$ cat src/rtl/cv32e40p_ecc_pkg.sv
// Shared constants and FSM state type for the Hamming(38,32) background scrubber.
package cv32e40p_ecc_pkg;

    localparam int unsigned CW_W   = 38;
    localparam int unsigned DATA_W = 32;
    localparam int unsigned SYN_W  = 6;

    // Codeword bit indices holding parity (positions 1,2,4,8,16,32).
    localparam int unsigned PAR_POS [SYN_W] = '{0, 1, 3, 7, 15, 31};

    typedef enum logic [2:0] {
        StIdle,
        StWait,
        StRdReq,
        StRdWait,
        StCheck,
        StWrReq,
        StNext
    } scrub_state_e;

endpackage

$ cat src/rtl/cv32e40p_hamming_syndrome.sv
// Combinational SEC syndrome and single-bit correction for a 38-bit Hamming codeword.
module cv32e40p_hamming_syndrome
    import cv32e40p_ecc_pkg::*;
(
    input  logic [CW_W-1:0]  codeword,
    output logic [SYN_W-1:0] syndrome,
    output logic [CW_W-1:0]  corrected
);

    always_comb begin
        syndrome = '0;
        for (int k = 0; k < SYN_W; k++) begin
            for (int i = 0; i < CW_W; i++) begin
                if ((((i + 1) >> k) & 1) != 0) begin
                    syndrome[k] = syndrome[k] ^ codeword[i];
                end
            end
        end
    end

    always_comb begin
        corrected = codeword;
        if (syndrome != '0 && syndrome <= SYN_W'(CW_W)) begin
            corrected[syndrome - SYN_W'(1)] = ~codeword[syndrome - SYN_W'(1)];
        end
    end

endmodule

$ cat src/rtl/cv32e40p_ecc_scrubber.sv
// Background ECC scrubber: walks the memory, corrects single-bit errors, flags the rest.
// Optional saturating error counters are built when CV32E40P_ECC_SCRUB_CNT_EN is defined.
module cv32e40p_ecc_scrubber
    import cv32e40p_ecc_pkg::*;
#(
    parameter int unsigned DEPTH    = 256,
    parameter int unsigned ADDR_W   = $clog2(DEPTH),
    parameter int unsigned INTERVAL = 1024
) (
    input  logic              clk,
    input  logic              rst_n,
    input  logic              scrub_en_i,
    input  logic              core_req_i,
    input  logic              core_we_i,
    input  logic [ADDR_W-1:0] core_addr_i,
    output logic              mem_req_o,
    input  logic              mem_gnt_i,
    output logic              mem_we_o,
    output logic [ADDR_W-1:0] mem_addr_o,
    output logic [CW_W-1:0]   mem_wdata_o,
    input  logic              mem_rvalid_i,
    input  logic [CW_W-1:0]   mem_rdata_i,
    output logic              corr_o,
    output logic              uncorr_o,
    output logic [ADDR_W-1:0] err_addr_o,
    output logic              pass_done_o
`ifdef CV32E40P_ECC_SCRUB_CNT_EN
    ,
    output logic [15:0]       corr_cnt_o,
    output logic [15:0]       uncorr_cnt_o
`endif
);

    localparam int unsigned       CNT_W    = $clog2(INTERVAL + 1);
    localparam logic [CNT_W-1:0]  CNT_INIT = CNT_W'(INTERVAL - 1);
    localparam logic [ADDR_W-1:0] LAST     = ADDR_W'(DEPTH - 1);

    scrub_state_e      state_q, state_d;
    logic [ADDR_W-1:0] addr_q, addr_d, err_addr_q, err_addr_d;
    logic [CNT_W-1:0]  cnt_q, cnt_d;
    logic              req_q, req_d, we_q, we_d, race_q, race_d;
    logic              corr_q, corr_d, uncorr_q, uncorr_d, pass_done_q, pass_done_d;
    logic [CW_W-1:0]   wdata_q, wdata_d, rdata_q, rdata_d;
    logic [SYN_W-1:0]  syndrome;
    logic [CW_W-1:0]   corrected;
    logic              core_wr_hit;

    cv32e40p_hamming_syndrome u_syndrome (
        .codeword  (rdata_q),
        .syndrome  (syndrome),
        .corrected (corrected)
    );

    assign core_wr_hit = core_req_i & core_we_i & (core_addr_i == addr_q);

    always_comb begin
        state_d     = state_q;
        addr_d      = addr_q;
        cnt_d       = cnt_q;
        req_d       = req_q;
        we_d        = we_q;
        wdata_d     = wdata_q;
        rdata_d     = rdata_q;
        race_d      = race_q;
        err_addr_d  = err_addr_q;
        corr_d      = 1'b0;
        uncorr_d    = 1'b0;
        pass_done_d = 1'b0;
        unique case (state_q)
            StIdle: begin
                cnt_d = CNT_INIT;
                if (scrub_en_i) state_d = StWait;
            end
            StWait: begin
                if (!scrub_en_i) begin
                    state_d = StIdle;
                end else if (cnt_q == '0) begin
                    state_d = StRdReq;
                    race_d  = 1'b0;
                end else begin
                    cnt_d = cnt_q - CNT_W'(1);
                end
            end
            StRdReq: begin
                // A raised request is never withdrawn before its grant.
                if (req_q) begin
                    if (mem_gnt_i) begin
                        req_d   = 1'b0;
                        state_d = StRdWait;
                    end
                end else if (!scrub_en_i) begin
                    state_d = StIdle;
                end else if (!core_req_i) begin
                    req_d = 1'b1;
                    we_d  = 1'b0;
                end
            end
            StRdWait: begin
                if (core_wr_hit) race_d = 1'b1;
                if (mem_rvalid_i) begin
                    rdata_d = mem_rdata_i;
                    state_d = StCheck;
                end
            end
            StCheck: begin
                if (syndrome == '0) begin
                    state_d = StNext;
                end else if (syndrome <= SYN_W'(CW_W)) begin
                    corr_d     = 1'b1;
                    err_addr_d = addr_q;
                    wdata_d    = corrected;
                    state_d    = (race_q || core_wr_hit) ? StNext : StWrReq;
                end else begin
                    uncorr_d   = 1'b1;
                    err_addr_d = addr_q;
                    state_d    = StNext;
                end
            end
            StWrReq: begin
                if (req_q) begin
                    if (mem_gnt_i) begin
                        req_d   = 1'b0;
                        we_d    = 1'b0;
                        state_d = StNext;
                    end
                end else if (race_q || core_wr_hit) begin
                    // Core overwrote the word since our read; our correction is stale.
                    state_d = StNext;
                end else if (!core_req_i) begin
                    req_d = 1'b1;
                    we_d  = 1'b1;
                end
            end
            StNext: begin
                pass_done_d = (addr_q == LAST);
                addr_d      = (addr_q == LAST) ? '0 : addr_q + ADDR_W'(1);
                cnt_d       = CNT_INIT;
                state_d     = scrub_en_i ? StWait : StIdle;
            end
            default: state_d = StIdle;
        endcase
    end

    always_ff @(posedge clk or negedge rst_n) begin
        if (!rst_n) begin
            state_q     <= StIdle;
            addr_q      <= '0;
            cnt_q       <= CNT_INIT;
            req_q       <= 1'b0;
            we_q        <= 1'b0;
            wdata_q     <= '0;
            rdata_q     <= '0;
            race_q      <= 1'b0;
            err_addr_q  <= '0;
            corr_q      <= 1'b0;
            uncorr_q    <= 1'b0;
            pass_done_q <= 1'b0;
        end else begin
            state_q     <= state_d;
            addr_q      <= addr_d;
            cnt_q       <= cnt_d;
            req_q       <= req_d;
            we_q        <= we_d;
            wdata_q     <= wdata_d;
            rdata_q     <= rdata_d;
            race_q      <= race_d;
            err_addr_q  <= err_addr_d;
            corr_q      <= corr_d;
            uncorr_q    <= uncorr_d;
            pass_done_q <= pass_done_d;
        end
    end

    assign mem_req_o   = req_q;
    assign mem_we_o    = we_q;
    assign mem_addr_o  = addr_q;
    assign mem_wdata_o = wdata_q;
    assign corr_o      = corr_q;
    assign uncorr_o    = uncorr_q;
    assign err_addr_o  = err_addr_q;
    assign pass_done_o = pass_done_q;

`ifdef CV32E40P_ECC_SCRUB_CNT_EN
    logic [15:0] corr_cnt_q, uncorr_cnt_q;

    always_ff @(posedge clk or negedge rst_n) begin
        if (!rst_n) begin
            corr_cnt_q   <= '0;
            uncorr_cnt_q <= '0;
        end else begin
            if (corr_q && corr_cnt_q != 16'hFFFF) corr_cnt_q <= corr_cnt_q + 16'd1;
            if (uncorr_q && uncorr_cnt_q != 16'hFFFF) uncorr_cnt_q <= uncorr_cnt_q + 16'd1;
        end
    end

    assign corr_cnt_o   = corr_cnt_q;
    assign uncorr_cnt_o = uncorr_cnt_q;
`endif

endmodule

$ cat config.mk
export PLATFORM = sky130hd
export DESIGN_NAME = cv32e40p_ecc_scrubber
export DESIGN_NICKNAME = d
export VERILOG_FILES = /design/src/rtl/cv32e40p_ecc_pkg.sv /design/src/rtl/cv32e40p_hamming_syndrome.sv /design/src/rtl/cv32e40p_ecc_scrubber.sv
export SDC_FILE = /design/constraint.sdc
export NUM_CORES = 1
export LEC_CHECK = 0
export CAP_MARGIN = 20
export CORE_UTILIZATION = 54
export CTS_CLUSTER_DIAMETER = 30
export DETAILED_ROUTE_END_ITERATION = 7
export GPL_ROUTABILITY_DRIVEN = 0
export GPL_TIMING_DRIVEN = 0
export MAX_ROUTING_LAYER = met4
export PLACE_DENSITY = 0.81
export SLEW_MARGIN = 15
export SYNTH_ARGS = -nofsm -noshare
export SYNTH_HDL_FRONTEND = slang
export SYNTH_SLANG_ARGS = --single-unit
$ cat constraint.sdc
create_clock -name clk -period 4.85 [get_ports clk]
set_input_delay 0.7275 -clock clk [delete_from_list [all_inputs] [get_ports clk]]
set_output_delay 0.7275 -clock clk [all_outputs]
set_load 0.05 [all_outputs]
==> results.py, run 1 <==
metrics = {
    "timing": {
        "worst_slew_pin_slew_ns": 1.04,
        "period_minus_slack_ns": 4.37,
        "maxSlewViolCount": 0,
        "setup_violations": 0,
        "hold_slack_ns": 0.296,
        "finClkSkew_ns": 0.00573,
        "hold_viol_final": 0,
        "finalCritPeriodShare_pct": 90.0,
        "rsz0062_at_grt": "false",
        "max_freq_ghz": 0.229,
        "slew_headroom_pct": 30.2,
    },
    "floorplan": {
        "coreArea_mm2": 0.0116,
        "die_w_um": 112,
        "io_pins": 112,
        "dieArea_mm2": 0.0125,
        "rows": 39,
        "start_util_pct": 56.3,
        "fp.dieH_um": 112,
    },
    "run": {
        "max-cap-violations": 0,
    },
    "clocking": {
        "cts_hold_buffers": 0,
        "clockBufferDepth": 2,
        "cts.repair.resized": 0,
        "htree_levels": 3,
        "cts_sinks": 112,
        "cts_tree": "done",
        "postCtsSetupBuffers": 0,
        "clkTransAtPathRegs_ns": 0.07,
        "root_buffer": "clkbuf_16",
        "cts_buffers": 9,
        "worstSkewPairLatency_ns": 0.36,
    },
    "global_route": {
        "antenna_found_initial": 0,
        "grt_max_degree": 66,
        "grt_overflow": 0,
        "grt_pass1_vias": 5527,
        "grt_pass1_wl_um": 28100,
        "gr-usage-all-layers_pct": 29.8,
    },
    "logic_synthesis": {
        "synth_xor_area_share_pct": 14.2,
        "synth_top_family_by_area": "simple AND/OR/NAND/NOR gates",
        "synth-compound-area-share_pct": 14.3,
        "synth_top_area_share_pct": 39.2,
        "synth_fa_ha_area_share_pct": 0.384,
        "ys_ff_latch": 112,
        "synth_fp_nets": 690,
        "synth_area_leader_cell": "dfrtp_1",
        "synth_top_flop_cell": "dfrtp_1",
        "synth_area_mm2": 0.00651,
        "ys_top_cells_by_area": "dfrtp_1 39%, mux2_2 8.1%, xnor2_1 6.2%",
        "muxShareOfSynthArea_pct": 9.59,
        "async_reset_ff_share_pct": 100,
        "yosys.area_share.simple_pct": 15.6,
        "synth_edf_count": 0,
        "ys_seq_area_share_pct": 43.2,
        "postSynthCellCount": 635,
        "yosysWarnings": 0,
        "synth.distinct_cells": 65,
        "syn_area_per_cell_um2": 10.3,
    },
    "status": {
        "violations": "design-rule violations",
        "outcome": "finished, violations left",
    },
    "worst_setup_path": {
        "crit_path_start_kind": "flop",
        "path_class": "flop to flop",
        "r2r-start": "rdata_q[28]",
        "ff2ff_setup_slack_ns": 0.48,
        "r2r-end": "mem_wdata_o[15]",
        "reg2reg_depth": 12,
        "worst_ep_arrival_time_ns": 4.66,
        "cp_max_fo": 10,
        "cp.required_ns": 5.15,
        "cp-end-kind": "flop",
    },
    "routing": {
        "drc": 6,
        "drt.antenna.violating_nets": 0,
        "wl_per_cell_um": 19.1,
        "vias_per_cell": 6.09,
        "firstDrtPassIters": 8,
        "routed_wl_um": 17300,
        "drt_iter0_markers": 404,
        "vias": 5520,
    },
    "final_layout": {
        "final_cell_count_no_fill": 906,
        "design_area_mm2": 0.00818,
        "drive_above_1_share_pct": 13.1,
        "n_antenna_cell": 0,
        "layout.nets": 813,
        "area_growth_pct": 25.6,
    },
    "placed_design": {
        "dp.cells": 890,
        "portBuffers": 111,
        "place.detailed.hpwl_um": 13000,
        "post_dp_cell_area_mm2": 0.00783,
    },
    "worst_hold_path": {
        "hold_class": "primary input to asynchronous set/reset pin",
    },
}
## state kept, by name (all words and copies together) (netlist names)
register / flops
mem_wdata_o: 38
rdata_q: 38
cnt_q: 11
err_addr_o: 8
mem_addr_o: 8
state_q: 3
corr_o: 1
mem_req_o: 1
mem_we_o: 1
pass_done_o: 1
race_q: 1
uncorr_o: 1
## synth_stat cells (4+ instances only)
library cell and count:
dfrtp_1 102, nand2_1 87, mux2_2 47, xnor2_1 46, o211ai_1 28, nor2_1 26
o21ai_0 25, nand3_1 24, clkbuf_1 23, a21oi_1 20, xor2_1 19, nand4_1 12
nor3_1 11, a22oi_1 10, dfstp_2 10, or3_1 9, a21o_1 8, and3_1 8
inv_1 8, xnor3_1 8, buf_1 6, nor4_1 6, o221ai_1 6, a31oi_1 5
buf_2 5, mux2i_1 5, and2_1 4, o21ai_1 4, or4_1 4, xnor2_2 4
## metal layers
metal	GRT usage, %	wire (um)	part of all wire, %
met3	6.31	1590	9.2
met5	-	0	0
met2	48.4	8510	49
met1	35.9	6720	39
met4	13.2	444	2.6
## stage by stage
step | util [%] | TNS [ns] | worst slack [ns]
3_5_place_dp | 67.7 | 0 | 0.585
2_1_floorplan | - | 0 | 1.19
5_1_grt | 70.7 | 0 | 0.247
4_1_cts | 70.7 | 0 | 0.550
6_report | 70.7 | 0 | 0.484
3_3_place_gp | 67.5 | -101.91 | -1.01
## worst max-delay path by stage
stage | endpoint | from | slack, ns | cells past startpoint
after CTS | mem_wdata_o[7] | rdata_q[34] | 0.55 | 11
after detailed placement | mem_wdata_o[7] | rdata_q[34] | 0.58 | 11
final | mem_wdata_o[15] | rdata_q[28] | 0.48 | 12
after global placement | err_addr_o[5] | rst_n | -1.01 | 1
after floorplan | mem_wdata_o[6] | rdata_q[34] | 1.19 | 11
after global routing | mem_wdata_o[15] | rdata_q[28] | 0.25 | 12
## layout by cell type (no fill, tap or decap), types with 3 or more instances in the layout
master           count
o21ai_0             25
o31ai_1              3
nor3_1              11
and3_1               8
a21o_1               8
dfstp_2             10
or4_1                4
o221ai_1             6
xor2_1              19
and2_1               4
clkbuf_16            9
dfrtp_1            102
o211ai_1            28
inv_1                8
nor2_1              26
nor4_1               6
buf_2                5
buf_1                6
o21ai_1              4
a211oi_1             3
nand2_1             87
a21oi_1             20
a31o_1               3
clkdlybuf4s50_1    110
a31oi_1              5
xnor2_1             46
bufinv_16            3
a22oi_1             10
clkbuf_1            24
a22o_1               3
mux2_2              47
xnor3_1              8
and4_1               3
nand4_1             12
mux2i_1              5
xnor2_2              4
or3_1                9
nand3_1             24
## critical path: stages, from the launching register on
cell,delay (ns)
dfrtp_1,0.50
xnor2_1,0.32
xnor3_1,0.47
xor2_1,0.28
xnor2_1,0.21
clkbuf_1,0.39
a31oi_1,0.19
o21ai_0,0.54
a31oi_1,0.24
a2111oi_4,0.62
and2_1,0.24
buf_6,0.14
a31o_1,0.13
## cell families (layout without fill, tap and decap cells)
group,Yosys count,after routing
AO/OA/AOI/OAI,134,134
XOR/XNOR,82,82
adder cells (fa/ha/maj),2,2
buffers and inverters,44,172
flip-flops,112,112
multiplexers,54,54
AND/OR/NAND/NOR,207,207
## area by class of cell
cell class	instances	area, um^2
Tap cell	143	179
Clock inverter	5	105
Inverter	9	33.8
Sequential cell	112	2820
Clock buffer	11	243
Fill cell	878	3390
Multi-Input combinational cell	479	3520
Buffer	35	145
Timing Repair Buffer	112	1140
Power of run 1 is not shown: default switching activity piles up to over one toggle a cycle in this logic, so the estimate is an artifact.
==> inputs of run 2 (changes only) <==
--- a/config.mk
+++ b/config.mk
@@ -13,7 +13,9 @@
 export GPL_TIMING_DRIVEN = 0
 export MAX_ROUTING_LAYER = met4
 export PLACE_DENSITY = 0.81
+export SETUP_SLACK_MARGIN = 0.02
 export SLEW_MARGIN = 15
 export SYNTH_ARGS = -nofsm -noshare
 export SYNTH_HDL_FRONTEND = slang
 export SYNTH_SLANG_ARGS = --single-unit
+export TNS_END_PERCENT = 5
==> results of run 2 <==
No change in the layout: final DEF, timing and power equal those of run 1.
Power of run 2 is left out for the same reason.
==> inputs of run 3 (changes only) <==
--- a/config.mk
+++ b/config.mk
@@ -5,8 +5,9 @@
 export SDC_FILE = /design/constraint.sdc
 export NUM_CORES = 1
 export LEC_CHECK = 0
+export ABC_AREA = 1
 export CAP_MARGIN = 20
-export CORE_UTILIZATION = 54
+export CORE_UTILIZATION = 55
 export CTS_CLUSTER_DIAMETER = 30
 export DETAILED_ROUTE_END_ITERATION = 7
 export GPL_ROUTABILITY_DRIVEN = 0
==> run 3 against run 2 <==
Compared with the run above: the flow now finishes without violations; critical path type unchanged; synthesized cell count is 63% higher; sequential share of layout area is 2.3 points lower; cell area is 7.1% higher; fmax is 31% higher.
==> results.py, run 3 <==
metrics = {
    "logic_synthesis": {
        "ys_top_cells_by_area": "dfrtp_1 36%, nand2_1 18%, inv_1 6.6%",
        "synth.distinct_cells": 42,
        "yosysMostFrequentCell": "nand2_1",
        "synth_edf_count": 0,
        "async_reset_ff_share_pct": 100,
        "synth_top_flop_cell": "dfrtp_1",
        "syn_area_per_cell_um2": 6.85,
        "synth_area_leader_cell": "dfrtp_1",
        "synth_top_area_share_pct": 35.9,
        "ys_ff_latch": 112,
        "synth_fp_nets": 1092,
        "postSynthCellCount": 1037,
        "yosysWarnings": 0,
        "synth_area_mm2": 0.00710,
        "ys_seq_area_share_pct": 39.6,
        "synth_common_cells": "345 x nand2_1, 125 x inv_1, 117 x nor2_1, 102 x dfrtp_1, 72 x a21oi_1",
    },
    "routing": {
        "vias": 7026,
        "vias_per_cell": 5.26,
        "drt_iter0_markers": 501,
        "drt.antenna.violating_nets": 0,
        "wl_per_cell_um": 14.8,
        "routed_wl_um": 19800,
        "firstDrtPassIters": 5,
        "drc": 0,
    },
    "worst_setup_path": {
        "crit_family": "simple AND/OR/NAND/NOR gates",
        "worst_ep_arrival_time_ns": 3.59,
        "cp-end-kind": "flop",
        "crit_chain": "inv_2 -> nand2_1 -> nand2_1 -> inv_2 -> nand2_1 -> nand2_1 -> nand2_1 -> inv_1 -> nor2_1 -> nand3_1 -> nand2_1 -> nand2_2 -> nand2_4 -> buf_6 -> nand3_1 -> a21oi_1 -> nor2_2 -> inv_2 -> buf_2 -> buf_2 -> nor2_1 -> nand2_1 -> nand2_1",
        "cp_max_fo": 10,
        "cp.required_ns": 5.11,
        "crit_path_start_kind": "flop",
        "critical_path.most_common_cell": "nand2_1",
        "path_class": "flop to flop",
        "crit_path_max_incr_delay_ns": 0.42,
        "crit_buf_inv": 7,
        "cp_slowest_cell": "dfrtp_1",
    },
    "floorplan": {
        "dieArea_mm2": 0.0134,
        "io_pins": 112,
        "die_w_um": 116,
        "rows": 41,
        "fp.dieH_um": 116,
        "start_util_pct": 56.3,
        "coreArea_mm2": 0.0126,
    },
    "timing": {
        "slew_headroom_pct": 58.4,
        "hold_viol_final": 0,
        "finClkSkew_ns": 0.0107,
        "setup_violations": 0,
        "period_minus_slack_ns": 3.33,
        "maxSlewViolCount": 0,
        "max_freq_ghz": 0.301,
        "hold_slack_ns": 0.245,
        "rsz0062_at_grt": "false",
        "worst_slew_pin_slew_ns": 0.625,
        "finalCritPeriodShare_pct": 68.6,
    },
    "final_layout": {
        "final_util_pct": 69.4,
        "final_common_cell": "nand2_1",
        "area_growth_pct": 23.4,
        "fillers": 1123,
        "n_antenna_cell": 0,
        "multi_input_area_mm2": 0.00356,
        "layout.nets": 1215,
        "seqCellArea_mm2": 0.00282,
        "layout_common_cells": "345 x nand2_1, 125 x inv_1, 117 x nor2_1",
        "drive_above_1_share_pct": 7.81,
    },
    "clocking": {
        "cts_hold_buffers": 0,
        "clockBufferDepth": 2,
        "cts_tree": "done",
        "cts_sinks": 112,
        "htree_levels": 3,
        "root_buffer": "clkbuf_16",
        "postCtsSetupBuffers": 0,
        "cts.repair.resized": 0,
        "cts_buffers": 9,
        "clkTransAtPathRegs_ns": 0.08,
        "worstSkewPairLatency_ns": 0.37,
    },
    "global_route": {
        "grt_overflow": 0,
        "antenna_found_initial": 0,
        "gr-usage-all-layers_pct": 32.4,
        "grt_pass1_vias": 6601,
        "grt_pass1_wl_um": 31800,
        "grt_max_degree": 79,
    },
    "placed_design": {
        "place.detailed.hpwl_um": 14700,
        "portBuffers": 111,
    },
    "status": {
        "outcome": "finished, final reports clean",
    },
    "run": {
        "max-cap-violations": 0,
    },
    "worst_hold_path": {
        "hold_class": "primary input to asynchronous set/reset pin",
    },
}
## run 3: cell type report
class | count | share of cell area (%)
tap | 172 | 2.46
inverter | 142 | 6.14
clock buffer | 10 | 2.61
sequential | 112 | 32.1
timing repair buffer | 112 | 13.0
buffer | 34 | 2.17
clock inverter | 6 | 0.871
multi-input combinational | 749 | 40.6
## run 3: path summary, 6_finish.rpt
check	from	to	slack [ns]	cells after the start
max in group asynchronous	rst_n	cnt_q[8]	3.89	2
min in group clk	cnt_q[0]	cnt_q[0]	0.47	2
setup reg to reg	rdata_q[6]	mem_wdata_o[22]	1.52	23
hold / removal	rst_n	rdata_q[7]	0.24	1
hold reg to reg	cnt_q[0]	cnt_q[0]	0.47	2
setup / recovery	rdata_q[6]	mem_wdata_o[22]	1.52	23
## run 3: worst reg2reg max path, cell delays in order (launching register included)
cell,delay (ns)
dfrtp_1,0.42
inv_2,0.10
nand2_1,0.06
nand2_1,0.17
inv_2,0.05
nand2_1,0.05
nand2_1,0.07
nand2_1,0.06
inv_1,0.04
nor2_1,0.14
nand3_1,0.16
nand2_1,0.12
nand2_2,0.09
nand2_4,0.11
buf_6,0.15
nand3_1,0.15
a21oi_1,0.27
nor2_2,0.11
inv_2,0.11
buf_2,0.27
buf_2,0.30
nor2_1,0.08
nand2_1,0.09
nand2_1,0.05
## run 3: per-stage QoR
step                      worst slack (ns)  std cells  area [um^2]  setup TNS, ns
after detailed placement              1.62       1321         8460              0
after global routing                  1.23       1337         8760              0
after global placement               -1.17       1320         8430        -118.26
after floorplan                       2.30       1037         7100              0
after CTS                             1.59       1337         8760              0
final                                 1.52       1337         8760              0
## run 3: layer usage
metal	track usage (%)	vias to the layer above	wire [um]
met5	-	-	0
met4	12.8	0	528
met3	7.95	44	1610
met2	52.0	279	9300
met1	39.5	3249	8360
li1	-	3454	-
## run 3: kinds of logic after synthesis
kind of cell | count (synthesis) | synth area share [%]
adders and majority gates | 2 | 0.352
muxes | 6 | 0.951
and+or+nand+nor | 571 | 33.5
xor gates and xnor gates | 52 | 6.41
DFF | 112 | 39.6
AOI/OAI and AO/OA | 118 | 8.90
buffers and inverters | 176 | 10.3
Power of run 3 is left out for the same reason.
